File: src/rtl/snoop_pkg.sv
// Shared types and constants for the three-processor MESI snooping system:
// sequencer states, step codes, field widths and MESI encodings.
package snoop_pkg;

  localparam int unsigned NPROC_C    = 3;
  localparam int unsigned PROC_W     = 2;
  localparam int unsigned STEP_W     = 3;
  localparam int unsigned NSTEP_DONE = 5;
  localparam int unsigned TAG_W      = 12;
  localparam int unsigned DATA_W     = 16;
  localparam int unsigned BLOCK_W    = 28;
  localparam int unsigned MESI_W     = 3;

  localparam logic [PROC_W-1:0] PROC_ILLEGAL = 2'd3;

  localparam logic [STEP_W-1:0] STEP_NONE   = 3'd0;
  localparam logic [STEP_W-1:0] STEP_SHARE  = 3'd1;
  localparam logic [STEP_W-1:0] STEP_LOOKUP = 3'd2;
  localparam logic [STEP_W-1:0] STEP_SNOOP  = 3'd3;
  localparam logic [STEP_W-1:0] STEP_UPDATE = 3'd4;
  localparam logic [STEP_W-1:0] STEP_FILL   = 3'd5;
  localparam logic [STEP_W-1:0] STEP_DONE   = 3'd6;

  localparam logic [MESI_W-1:0] MESI_I = 3'd0;
  localparam logic [MESI_W-1:0] MESI_S = 3'd1;
  localparam logic [MESI_W-1:0] MESI_E = 3'd2;
  localparam logic [MESI_W-1:0] MESI_M = 3'd3;

  typedef enum logic [2:0] {
    IDLE      = 3'd0,
    CLEAR     = 3'd1,
    S1_SHARE  = 3'd2,
    S2_LOOKUP = 3'd3,
    S3_SNOOP  = 3'd4,
    S4_UPDATE = 3'd5,
    S5_FILL   = 3'd6,
    S6_DONE   = 3'd7
  } state_t;

  typedef struct packed {
    logic [PROC_W-1:0] proc;
    logic              write;
    logic [TAG_W-1:0]  tag;
    logic [DATA_W-1:0] data;
  } instr_t;

  function automatic logic [STEP_W-1:0] step_code(state_t s);
    case (s)
      S1_SHARE:  return STEP_SHARE;
      S2_LOOKUP: return STEP_LOOKUP;
      S3_SNOOP:  return STEP_SNOOP;
      S4_UPDATE: return STEP_UPDATE;
      S5_FILL:   return STEP_FILL;
      S6_DONE:   return STEP_DONE;
      default:   return STEP_NONE;
    endcase
  endfunction

  // True in the states where caches work on a step and may time out.
  function automatic logic is_step(state_t s);
    return (s == S1_SHARE) || (s == S2_LOOKUP) || (s == S3_SNOOP) ||
           (s == S4_UPDATE) || (s == S5_FILL);
  endfunction

endpackage

File: src/rtl/snoop_bus_mux.sv
// Combinational snoop bus routing: requester exclusion for bus requests,
// shared-line OR toward the requester, and lowest-index block supplier select.
module snoop_bus_mux
  import snoop_pkg::*;
(
  input  logic [PROC_W-1:0]               req,
  input  logic                            share_active,
  input  logic                            bus_active,
  input  logic [NPROC_C-1:0]              shared_out,
  input  logic [NPROC_C-1:0]              send_read_miss,
  input  logic [NPROC_C-1:0]              send_write_miss,
  input  logic [NPROC_C-1:0]              send_invalidate,
  input  logic [NPROC_C-1:0]              write_en,
  input  logic [NPROC_C-1:0][BLOCK_W-1:0] block_out,
  output logic [NPROC_C-1:0]              req_oh_c,
  output logic [NPROC_C-1:0]              shared_in_c,
  output logic [NPROC_C-1:0]              bus_read_miss_c,
  output logic [NPROC_C-1:0]              bus_write_miss_c,
  output logic [NPROC_C-1:0]              bus_invalidate_c,
  output logic                            supply_valid_c,
  output logic [BLOCK_W-1:0]              supply_block_c,
  output logic                            req_wb_c,
  output logic [BLOCK_W-1:0]              req_block_c
);

  logic [NPROC_C-1:0] others;
  logic [NPROC_C-1:0] cand;
  logic               found;

  // An illegal requester decodes to no one-hot bit at all.
  always_comb begin
    req_oh_c = '0;
    for (int unsigned j = 0; j < NPROC_C; j++) begin
      if (req == PROC_W'(j)) req_oh_c[j] = 1'b1;
    end
  end

  assign others = ~req_oh_c;
  assign cand   = write_en & others;

  assign shared_in_c      = (share_active && |(shared_out & others)) ? req_oh_c : '0;
  assign bus_read_miss_c  = (bus_active && |(send_read_miss  & req_oh_c)) ? others : '0;
  assign bus_write_miss_c = (bus_active && |(send_write_miss & req_oh_c)) ? others : '0;
  assign bus_invalidate_c = (bus_active && |(send_invalidate & req_oh_c)) ? others : '0;

  assign supply_valid_c = |cand;
  assign req_wb_c       = |(write_en & req_oh_c);

  always_comb begin
    found          = 1'b0;
    supply_block_c = '0;
    req_block_c    = '0;
    for (int unsigned j = 0; j < NPROC_C; j++) begin
      if (cand[j] && !found) begin
        supply_block_c = block_out[j];
        found          = 1'b1;
      end
      if (req_oh_c[j]) req_block_c = block_out[j];
    end
  end

endmodule

File: src/rtl/snoop_step_sequencer.sv
// Central step sequencer for the three MESI caches: accepts one instruction,
// walks the caches through steps 1..6 and owns the snoop bus and memory port.
module snoop_step_sequencer
  import snoop_pkg::*;
#(
  parameter int unsigned TIMEOUT_CYCLES = 15,
  parameter int unsigned NPROC          = 3
) (
  input  logic                                clock,
  input  logic                                reset,
  input  logic                                instr_valid,
  output logic                                instr_ready,
  input  logic [PROC_W-1:0]                   instr_proc,
  input  logic                                instr_write,
  input  logic [TAG_W-1:0]                    instr_tag,
  input  logic [DATA_W-1:0]                   instr_data,
  output logic [STEP_W-1:0]                   step,
  output logic [NPROC-1:0]                    cache_clear,
  output logic [NPROC-1:0]                    read_in,
  output logic [NPROC-1:0]                    write_in,
  output logic [TAG_W-1:0]                    tag_in,
  output logic [DATA_W-1:0]                   data_in,
  output logic [TAG_W-1:0]                    tag_b,
  input  logic [NPROC-1:0][NSTEP_DONE-1:0]    step_done,
  input  logic [NPROC-1:0]                    instr_done_in,
  input  logic [NPROC-1:0]                    shared_out,
  output logic [NPROC-1:0]                    shared_in,
  input  logic [NPROC-1:0]                    send_read_miss,
  input  logic [NPROC-1:0]                    send_write_miss,
  input  logic [NPROC-1:0]                    send_invalidate,
  output logic [NPROC-1:0]                    bus_read_miss,
  output logic [NPROC-1:0]                    bus_write_miss,
  output logic [NPROC-1:0]                    bus_invalidate,
  output logic [TAG_W-1:0]                    tag_bus,
  input  logic [NPROC-1:0][BLOCK_W-1:0]       block_out,
  input  logic [NPROC-1:0]                    write_en,
  output logic [BLOCK_W-1:0]                  block_in,
  input  logic [BLOCK_W-1:0]                  mem_rdata,
  output logic                                mem_we,
  output logic [BLOCK_W-1:0]                  mem_wdata,
  output logic                                result_valid,
  output logic                                result_err,
  output logic [PROC_W-1:0]                   result_proc
);

  localparam int unsigned CNT_W = $clog2(TIMEOUT_CYCLES + 1);

  state_t               state, state_n;
  instr_t               instr_q, instr_n;
  logic [CNT_W-1:0]     cnt, cnt_n;
  logic                 err_q, err_n;
  logic                 wr_done_q, wr_done_n;
  logic                 supplied_q, supplied_n;
  logic [BLOCK_W-1:0]   fill_q, fill_n;

  logic                 instr_ready_n, mem_we_n;
  logic                 result_valid_n, result_err_n;
  logic [PROC_W-1:0]    result_proc_n;
  logic [STEP_W-1:0]    step_n;
  logic [NPROC-1:0]     cache_clear_n, read_in_n, write_in_n;
  logic [TAG_W-1:0]     tag_in_n, tag_b_n, tag_bus_n;
  logic [DATA_W-1:0]    data_in_n;
  logic [BLOCK_W-1:0]   mem_wdata_n;

  logic [NSTEP_DONE-1:0] done_all;
  logic                  step_ok, timeout, hit, act;
  logic [NPROC-1:0]      req_oh_c;
  logic                  supply_valid_c, req_wb_c;
  logic [BLOCK_W-1:0]    supply_block_c, req_block_c;

  snoop_bus_mux u_bus_mux (
    .req              (instr_q.proc),
    .share_active     (is_step(state)),
    .bus_active       ((state == S3_SNOOP) || (state == S4_UPDATE)),
    .shared_out       (shared_out),
    .send_read_miss   (send_read_miss),
    .send_write_miss  (send_write_miss),
    .send_invalidate  (send_invalidate),
    .write_en         (write_en),
    .block_out        (block_out),
    .req_oh_c         (req_oh_c),
    .shared_in_c      (shared_in),
    .bus_read_miss_c  (bus_read_miss),
    .bus_write_miss_c (bus_write_miss),
    .bus_invalidate_c (bus_invalidate),
    .supply_valid_c   (supply_valid_c),
    .supply_block_c   (supply_block_c),
    .req_wb_c         (req_wb_c),
    .req_block_c      (req_block_c)
  );

  // Per-step AND of the done flags across all caches.
  always_comb begin
    done_all = '1;
    for (int unsigned p = 0; p < NPROC; p++) done_all &= step_done[p];
  end

  always_comb begin
    case (state)
      S1_SHARE:  step_ok = done_all[0];
      S2_LOOKUP: step_ok = done_all[1];
      S3_SNOOP:  step_ok = done_all[2];
      S4_UPDATE: step_ok = done_all[3];
      S5_FILL:   step_ok = done_all[4];
      default:   step_ok = 1'b0;
    endcase
  end

  assign timeout = (cnt == CNT_W'(TIMEOUT_CYCLES - 1));
  assign hit     = |(instr_done_in & req_oh_c);

  // Fill block: live selection while in S4, the latched choice during S5.
  always_comb begin
    case (state)
      S4_UPDATE: block_in = supplied_q     ? fill_q :
                            supply_valid_c ? supply_block_c : mem_rdata;
      S5_FILL:   block_in = fill_q;
      default:   block_in = '0;
    endcase
  end

  always_comb begin
    state_n     = state;
    instr_n     = instr_q;
    err_n       = err_q;
    supplied_n  = supplied_q;
    fill_n      = fill_q;
    mem_we_n    = 1'b0;
    mem_wdata_n = mem_wdata;

    case (state)
      IDLE: begin
        if (instr_valid && instr_ready) begin
          state_n       = CLEAR;
          instr_n.proc  = instr_proc;
          instr_n.write = instr_write;
          instr_n.tag   = instr_tag;
          instr_n.data  = instr_data;
          err_n         = 1'b0;
          supplied_n    = 1'b0;
          fill_n        = '0;
        end
      end
      CLEAR: begin
        if (instr_q.proc == PROC_ILLEGAL) begin
          state_n = S6_DONE;
          err_n   = 1'b1;
        end else begin
          state_n = S1_SHARE;
        end
      end
      S1_SHARE:  if (step_ok) state_n = S2_LOOKUP;
      S2_LOOKUP: if (step_ok) state_n = hit ? S6_DONE : S3_SNOOP;
      S3_SNOOP:  if (step_ok) state_n = S4_UPDATE;
      S4_UPDATE: begin
        if (!supplied_q) begin
          supplied_n = supply_valid_c;
          fill_n     = supply_valid_c ? supply_block_c : mem_rdata;
        end
        // A supplier was in M, so its block also goes back to memory.
        if (supply_valid_c && !wr_done_q) begin
          mem_we_n    = 1'b1;
          mem_wdata_n = supply_block_c;
        end
        if (step_ok) state_n = S5_FILL;
      end
      S5_FILL: begin
        if (req_wb_c && !wr_done_q) begin
          mem_we_n    = 1'b1;
          mem_wdata_n = req_block_c;
        end
        if (step_ok) state_n = S6_DONE;
      end
      S6_DONE: state_n = IDLE;
      default: state_n = IDLE;
    endcase

    if (is_step(state) && !step_ok && timeout) begin
      state_n = S6_DONE;
      err_n   = 1'b1;
    end

    wr_done_n = (state_n != state) ? 1'b0 : (wr_done_q | mem_we_n);
    cnt_n     = ((state_n != state) || !is_step(state_n)) ? '0 : cnt + CNT_W'(1);

    // Registered outputs follow the state being entered.
    act            = is_step(state_n);
    instr_ready_n  = (state_n == IDLE);
    cache_clear_n  = (state_n == CLEAR) ? '1 : '0;
    step_n         = (instr_n.proc == PROC_ILLEGAL) ? STEP_NONE : step_code(state_n);
    read_in_n      = (act && !instr_q.write) ? req_oh_c : '0;
    write_in_n     = (act &&  instr_q.write) ? req_oh_c : '0;
    tag_in_n       = act ? instr_q.tag : '0;
    tag_b_n        = act ? instr_q.tag : '0;
    data_in_n      = act ? instr_q.data : '0;
    tag_bus_n      = ((state_n == S3_SNOOP) || (state_n == S4_UPDATE)) ? instr_q.tag : '0;
    result_valid_n = (state_n == S6_DONE);
    result_err_n   = (state_n == S6_DONE) && err_n;
    result_proc_n  = (state_n == S6_DONE) ? instr_q.proc : '0;
  end

  always_ff @(posedge clock) begin
    if (reset) begin
      state        <= IDLE;
      instr_q      <= '0;
      cnt          <= '0;
      err_q        <= 1'b0;
      wr_done_q    <= 1'b0;
      supplied_q   <= 1'b0;
      fill_q       <= '0;
      instr_ready  <= 1'b0;
      step         <= STEP_NONE;
      cache_clear  <= '1;
      read_in      <= '0;
      write_in     <= '0;
      tag_in       <= '0;
      tag_b        <= '0;
      data_in      <= '0;
      tag_bus      <= '0;
      mem_we       <= 1'b0;
      mem_wdata    <= '0;
      result_valid <= 1'b0;
      result_err   <= 1'b0;
      result_proc  <= '0;
    end else begin
      state        <= state_n;
      instr_q      <= instr_n;
      cnt          <= cnt_n;
      err_q        <= err_n;
      wr_done_q    <= wr_done_n;
      supplied_q   <= supplied_n;
      fill_q       <= fill_n;
      instr_ready  <= instr_ready_n;
      step         <= step_n;
      cache_clear  <= cache_clear_n;
      read_in      <= read_in_n;
      write_in     <= write_in_n;
      tag_in       <= tag_in_n;
      tag_b        <= tag_b_n;
      data_in      <= data_in_n;
      tag_bus      <= tag_bus_n;
      mem_we       <= mem_we_n;
      mem_wdata    <= mem_wdata_n;
      result_valid <= result_valid_n;
      result_err   <= result_err_n;
      result_proc  <= result_proc_n;
    end
  end

endmodule

File: config.mk
export PLATFORM = sky130hd
export DESIGN_NAME = snoop_step_sequencer
export DESIGN_NICKNAME = d
export VERILOG_FILES = /design/src/rtl/snoop_pkg.sv /design/src/rtl/snoop_bus_mux.sv /design/src/rtl/snoop_step_sequencer.sv
export SDC_FILE = /design/constraint.sdc
export NUM_CORES = 1
export LEC_CHECK = 0
export BUFFER_PORTS_ARGS = -buffer_cell sky130_fd_sc_hd__buf_2
export CAP_MARGIN = 10
export CORE_UTILIZATION = 41
export DETAILED_ROUTE_END_ITERATION = 12
export PLACE_DENSITY_LB_ADDON = 0.15
export RECOVER_POWER = 50
export SLEW_MARGIN = 20
export SYNTH_ARGS = -nofsm -noshare
export SYNTH_HDL_FRONTEND = slang
export SYNTH_HIERARCHICAL = 1
export SYNTH_SLANG_ARGS = --single-unit
File: constraint.sdc
create_clock -name clock -period 3.3 [get_ports clock]
set_input_delay 0.33 -clock clock [delete_from_list [all_inputs] [get_ports clock]]
set_output_delay 0.33 -clock clock [all_outputs]
set_load 0.05 [all_outputs]
# Yosys cells after proc, flatten, opt, wreduce, memory -nomap -nowiden
# Cells that the tools add are included.
[word_totals]
regBits = 155
in_bits = 179
wordCells = 165
[op_classes]
addsub = 1
n_eq_ne = 23
n_mux = 48
n_bitwise = 16
n_reduce_logical = 54
[ops]
columns = ["operator", "count"]
rows = [
  ["2-to-1 mux 28 bit", 11],
  ["case mux 28 bit (2 select lines)", 3],
  ["2-to-1 mux 31 bit", 2],
  ["2-to-1 mux 3 bit", 13],
  ["== test 3 bit (second input constant)", 8],
  ["case mux 3 bit (8 select lines)", 1],
  ["AND 3 bit", 7],
  ["OR reduction 3 bit", 7],
  ["case mux 3 bit (6 select lines)", 1],
  ["OR reduction 2 bit", 8],
  ["logical AND 1 bit", 14],
  ["== test 3 x 2 -> 1 bit (second input constant)", 4],
  ["2-to-1 mux 1 bit", 12],
  ["logical OR 1 bit", 11],
  ["AND 5 bit", 2],
  ["== test 2 bit (second input constant)", 3],
  ["== test 3 x 1 -> 1 bit (second input constant)", 2],
  ["zero test 1 bit", 6],
  ["zero test 3 bit", 2],
  ["case mux 1 bit (2 select lines)", 3],
  ["NOT 1 bit", 5],
  ["case mux 1 bit (5 select lines)", 1],
  ["adder 4 x 1 -> 4 bit (second input constant)", 1],
  ["== test 4 bit (second input constant)", 1],
  ["other kinds (11)", 14],
]

# Longest topological paths before layout
[logic_depth]
depth_word = 16
mapped_depth = 12
ltp_nobuf = 8

# Modules after synthesis
# The synthesis kept the hierarchy.
[by_module_without_submodules]
columns = ["module", "instances", "cells_per_inst", "area_per_inst_um2", "seq_area_each_um2"]
rows = [
  ["snoop_step_sequencer", 1, 717, 6282.3, 3062.9],
  ["snoop_bus_mux", 1, 209, 1569.0, 0.0],
]

# Worst setup path before layout
# Ideal clock, no wire load.
[synth_timing]
path_type = "register to output"
from = "register instr_q[30] in the netlist's numbering"
to = "output port block_in[11]"
arrival_ns = 2.764
required_ns = 2.970
path_slack_ns = 0.206
stages_incl_launch_ff = 11
n_path_buf = 5
cell_sequence = "dfxtp_1 -> buf_2 -> nor2b_1 -> buf_2 -> buf_2 -> a2bb2oi_1 -> buf_1 -> buf_1 -> mux2i_1 -> nor2_1 -> a21o_1"
[synth_via]
word_cells_on_any_way = 21
cone_classes = "eq/ne (2); mux (11); bitwise (2); reduce/logical (6)"
[synth_lines]
columns = ["element", "line", "source"]
rows = [
  ["start, declared", "snoop_step_sequencer.sv:49", "instr_t instr_q, instr_n;"],
  ["start signal, assigned", "snoop_step_sequencer.sv:227", "instr_q <= instr_n;"],
  ["== test 2 bit", "snoop_bus_mux.sv:34", "if (req == PROC_W'(j)) req_oh_c[j] = 1'b1;"],
  ["2-to-1 mux 1 bit", "snoop_bus_mux.sv:34", ""],
  ["via req_oh_c[2]", "snoop_step_sequencer.sv:67", "logic [NPROC-1:0] req_oh_c;"],
  ["NOT 3 bit", "snoop_bus_mux.sv:38", "assign others = ~req_oh_c;"],
  ["AND 3 bit", "snoop_bus_mux.sv:39", "assign cand = write_en & others;"],
  ["OR reduction 3 bit", "snoop_bus_mux.sv:46", "assign supply_valid_c = |cand;"],
  ["via supply_valid_c", "snoop_step_sequencer.sv:68", "logic supply_valid_c, req_wb_c;"],
  ["2-to-1 mux 28 bit", "snoop_step_sequencer.sv:116", "supply_valid_c ? supply_block_c : mem_rdata;"],
  ["2-to-1 mux 28 bit", "n/a", ""],
  ["case mux 28 bit (2 select lines)", "snoop_step_sequencer.sv:114", "case (state)"],
  ["end, declared", "snoop_step_sequencer.sv:37", "output logic [BLOCK_W-1:0] block_in,"],
]
# The timed path passes the listed nets, and every way through them passes these cells.

# Final worst setup path
[layout_timing]
from = "register instr_q[29] in the netlist's numbering"
to = "output port block_in[22]"
[layout_via]
elab_chain_cells = 14
word_cells_on_any_way = 21
cone_classes = "eq/ne (2); mux (11); bitwise (2); reduce/logical (6)"
[layout_rtl]
columns = ["element", "line", "source"]
rows = [
  ["zero test 2 bit", "snoop_bus_mux.sv:34", ""],
  ["2-to-1 mux 1 bit", "snoop_bus_mux.sv:34", ""],
  ["NOT 3 bit (*)", "snoop_bus_mux.sv:38", ""],
  ["AND 3 bit (*)", "snoop_bus_mux.sv:39", ""],
  ["2-to-1 mux 1 bit", "snoop_bus_mux.sv:54", "if (cand[j] && !found) begin"],
  ["zero test 1 bit", "snoop_bus_mux.sv:54", ""],
  ["logical AND 1 bit", "snoop_bus_mux.sv:54", ""],
  ["2-to-1 mux 1 bit", "snoop_bus_mux.sv:54", ""],
  ["zero test 1 bit", "snoop_bus_mux.sv:54", ""],
  ["logical AND 1 bit", "snoop_bus_mux.sv:54", ""],
  ["2-to-1 mux 28 bit (*)", "snoop_bus_mux.sv:54", ""],
  ["via supply_block_c[22]", "snoop_step_sequencer.sv:69", "logic [BLOCK_W-1:0] supply_block_c, req_block_c;"],
  ["2-to-1 mux 28 bit (*)", "snoop_step_sequencer.sv:116", ""],
  ["2-to-1 mux 28 bit (*)", "n/a", ""],
  ["case mux 28 bit (2 select lines) (*)", "snoop_step_sequencer.sv:114", ""],
]
# The timed path passes the listed nets; every way through them passes the cells marked *.

==> results.sh <==
export IMPL_synth_commonest_cells="dfxtp_1 (153), nand2_1 (141), nor2_1 (100)"
export IMPL_cts_made_buffers=17
export IMPL_fin_cells=1447
export IMPL_start_util_pct=41.8
export IMPL_clk_latency_ns=0.42
export IMPL_maxUsedRoutingLayer="met4"
export IMPL_htreeDepth=4
export IMPL_cts_tree="done"
export IMPL_pwr_share_seq_pct=42.2
export IMPL_clockBufferDepth=2
export IMPL_timing_final_crit_share_pct=95.0
export IMPL_synthCells=926
export IMPL_async_flop_share_pct=0
export IMPL_wl_per_cell_um=17.2
export IMPL_grt_max_degree=58
export IMPL_slowest_delay_ns=0.45
export IMPL_numPortBuffers=316
export IMPL_die_h_um=140
export IMPL_start_kind="flop"
export IMPL_critical_path_buf_inv_count=2
export IMPL_synth_warnings=6
export IMPL_cap_viol_max_count=1
export IMPL_grt_use_total_pct=24.7
export IMPL_internal_power_uw=3200
export IMPL_p_sw_uw=1330
export IMPL_synth_fp_nets=1107
export IMPL_routed_wl_met3_um=1510
export IMPL_synth_most_common_cell="dfxtp_1"
export IMPL_dieArea_um2=19700
export IMPL_rows=50
export IMPL_cp_max_fo=16
export IMPL_final_hold_viol_count=0
export IMPL_max_slew_margin_pct=-10.2
export IMPL_synth_distinct_cells=56
export IMPL_gr_total_overflow=0
export IMPL_tns_ns=0
export IMPL_leakage_uw=0.00433
export IMPL_p_clk_share_pct=40.8
export IMPL_ys_top_cells_by_area="dfxtp_1 (39%), mux2i_1 (11%), nand2_1 (6.7%)"
export IMPL_synth_area_um2=7850
export IMPL_routedLengthMet1_um=11000
export IMPL_placedCellCount=1410
export IMPL_cpLargestDelayFamily="simple AND/OR/NAND/NOR gates"
export IMPL_hpwlAfterDp_um=17600
export IMPL_timing_hold_ws_ns=0.150
export IMPL_die_w_um=140
export IMPL_ys_seq_elements=153
export IMPL_grt_pass1_wl_um=38000
export IMPL_violations="max-capacitance violations, max-slew violations"
export IMPL_grt_pass1_vias=7160
export IMPL_clkTransAtPathRegs_ns=0.07
export IMPL_slowest_stage="dfxtp_4"
export IMPL_core_area_um2=18800
export IMPL_powerDensity_nw_per_um2=456
export IMPL_viasPerCell=5.26
export IMPL_status="complete, but fails checks"
export IMPL_ant_nets=0
export IMPL_area_growth_pct=26.5
export IMPL_worstPathCellList="nand2b_1, and3_2, buf_4, a22o_1, mux2_4, mux2i_1, nor2_1, a21o_1, buf_2"
export IMPL_initialDrtViolationCount=319
export IMPL_final_setup_skew_ns=0.0139
export IMPL_hold_path_class="input port to flop"
export IMPL_synth_edf_count=0
export IMPL_drv_slew=33
export IMPL_worst_pin_slew_ns=1.65
export IMPL_postCtsSetupBuffers=0
export IMPL_drive_above_1_share_pct=26.7
export IMPL_fin_nets=1376
export IMPL_ys_seq_area_share_pct=39.0
export IMPL_first_pass_iters=4
export IMPL_vias=7605
export IMPL_wl_met2_um=11900
export IMPL_cts_root_buffer="clkbuf_16"
export IMPL_wl_um=24900
export IMPL_arrival_ns=2.81
export IMPL_drc=0
export IMPL_synthFlopType="dfxtp_1"
export IMPL_synth_area_per_cell_um2=8.48
export IMPL_grt_setup_unrepaired="no"
export IMPL_path_class="flop to output pin"
export IMPL_ir_drop_uv=377
export IMPL_p_sw_share_pct=29.4
export IMPL_crit_required_ns=2.97
export IMPL_setup_violations=0
export IMPL_fmax_ghz=0.319
export IMPL_antenna_found_initial=6
export IMPL_period_minus_slack_ns=3.14
export IMPL_synth_top_area_share_pct=39.0
export IMPL_place_congestion=0.914
export IMPL_yosys_area_top_type="dfxtp_1"
export IMPL_combPwrFrac_pct=16.9
export IMPL_clock_sinks=153
export IMPL_ios=317
export IMPL_endpoint_kind="output pin"
[registers in the layout, summed over array words and instances (netlist names), 2 cells and up]
signal,count
state,3
tag_bus,12
cnt,4
mem_wdata,28
fill_q,28
data_in,16
write_in,3
step,3
tag_b,12
read_in,3
instr_q,31
result_proc,2
[cells in the final DEF (no fill, tap or decap), types with 3 or more instances in the layout]
master      instances
buf_2             217
dfxtp_1           151
nand2_1           141
clkbuf_1          101
nor2_1            100
a21oi_1            96
mux2i_1            88
o21ai_0            36
a211oi_1           36
a21o_1             29
a22o_1             28
and2_1             21
buf_4              20
mux2_4             20
clkbuf_16          17
nand3_1            10
mux2_2              8
inv_6               7
inv_1               6
nand4_1             6
diode_2             5
nor2b_1             4
nand2b_1            4
clkinvlp_4          4
and4_1              3
and3_1              3
a31oi_1             3
a2111oi_2           3
inv_8               3
[power groups by stage]
stage / Sequential [uW] / Clock [uW] / Combinational, uW
detailed placement: 1950 / 0 / 767
floorplan: 1980 / 0 / 485
CTS: 1910 / 1880 / 769
global route: 1920 / 1960 / 830
finish: 1910 / 1850 / 767
global placement: 1950 / 0 / 766
[cell type report]
cell class / count / area [um2]
Antenna cell: 5 / 12.5
Clock buffer: 18 / 429
Clock inverter: 14 / 125
Fill cell: 1904 / 8830
Inverter: 8 / 30.0
Multi-Input combinational cell: 675 / 4320
Sequential cell: 153 / 3070
Tap cell: 234 / 293
Timing Repair Buffer: 340 / 1650
[per-layer routing]
layer,vias to the layer above,global-route usage (%)
met5,-,0
met4,0,9.49
li1,3776,-
met1,3532,30.1
met2,271,42.0
met3,26,5.85
[through the flow]
stage          cell area, um2  total power, uW  worst slack [ns]  util (%)
2_1_floorplan            7850             2460             0.206         -
3_3_place_gp             9490             2720             0.430      50.6
3_5_place_dp             9490             2720             0.415      50.6
4_1_cts                 10100             4570            0.0322      53.6
5_1_grt                  9930             4700            0.0261      52.9
6_report                 9930             4530             0.164      52.9
[final timing paths]
kind	startpoint	end	slack, ns	cells after the start
worst min register to register	instr_q[2]$_SDFFE_PP0P_	data_in[2]$_SDFF_PP0_	0.43	2
worst max-delay path	instr_q[29]$_SDFF_PP0_	block_in[22]	0.16	9
worst min-delay path	instr_data[10]	instr_q[10]$_SDFFE_PP0P_	0.15	3
worst max register to register	state[0]$_SDFF_PP0_	data_in[14]$_SDFF_PP0_	0.35	8
[logic make-up (layout without fill, tap and decap cells)]
logic type / count (synthesis) / in the layout / synth area share [%]
buffers and inverters: 98 / 380 / 6.49
other: 0 / 5 / 0
AND/OR/NAND/NOR: 312 / 312 / 17.8
adder cells (fa/ha/maj): 2 / 2 / 0.319
flip-flops: 153 / 153 / 39.0
multiplexers: 116 / 116 / 16.2
AO/OA/AOI/OAI: 243 / 243 / 20.0
XOR/XNOR: 2 / 2 / 0.223
[tightest hold or removal path, stage by stage]
cell     delay [ns]
buf_2          0.10
nand2_1        0.04
a21oi_1        0.05
[repair_timing]
item,CTS,global route
setup endpoints to repair,7,26
resized for setup,2,3
hold buffers,0,0
No activity file was read; power rests on OpenSTA's default activity.
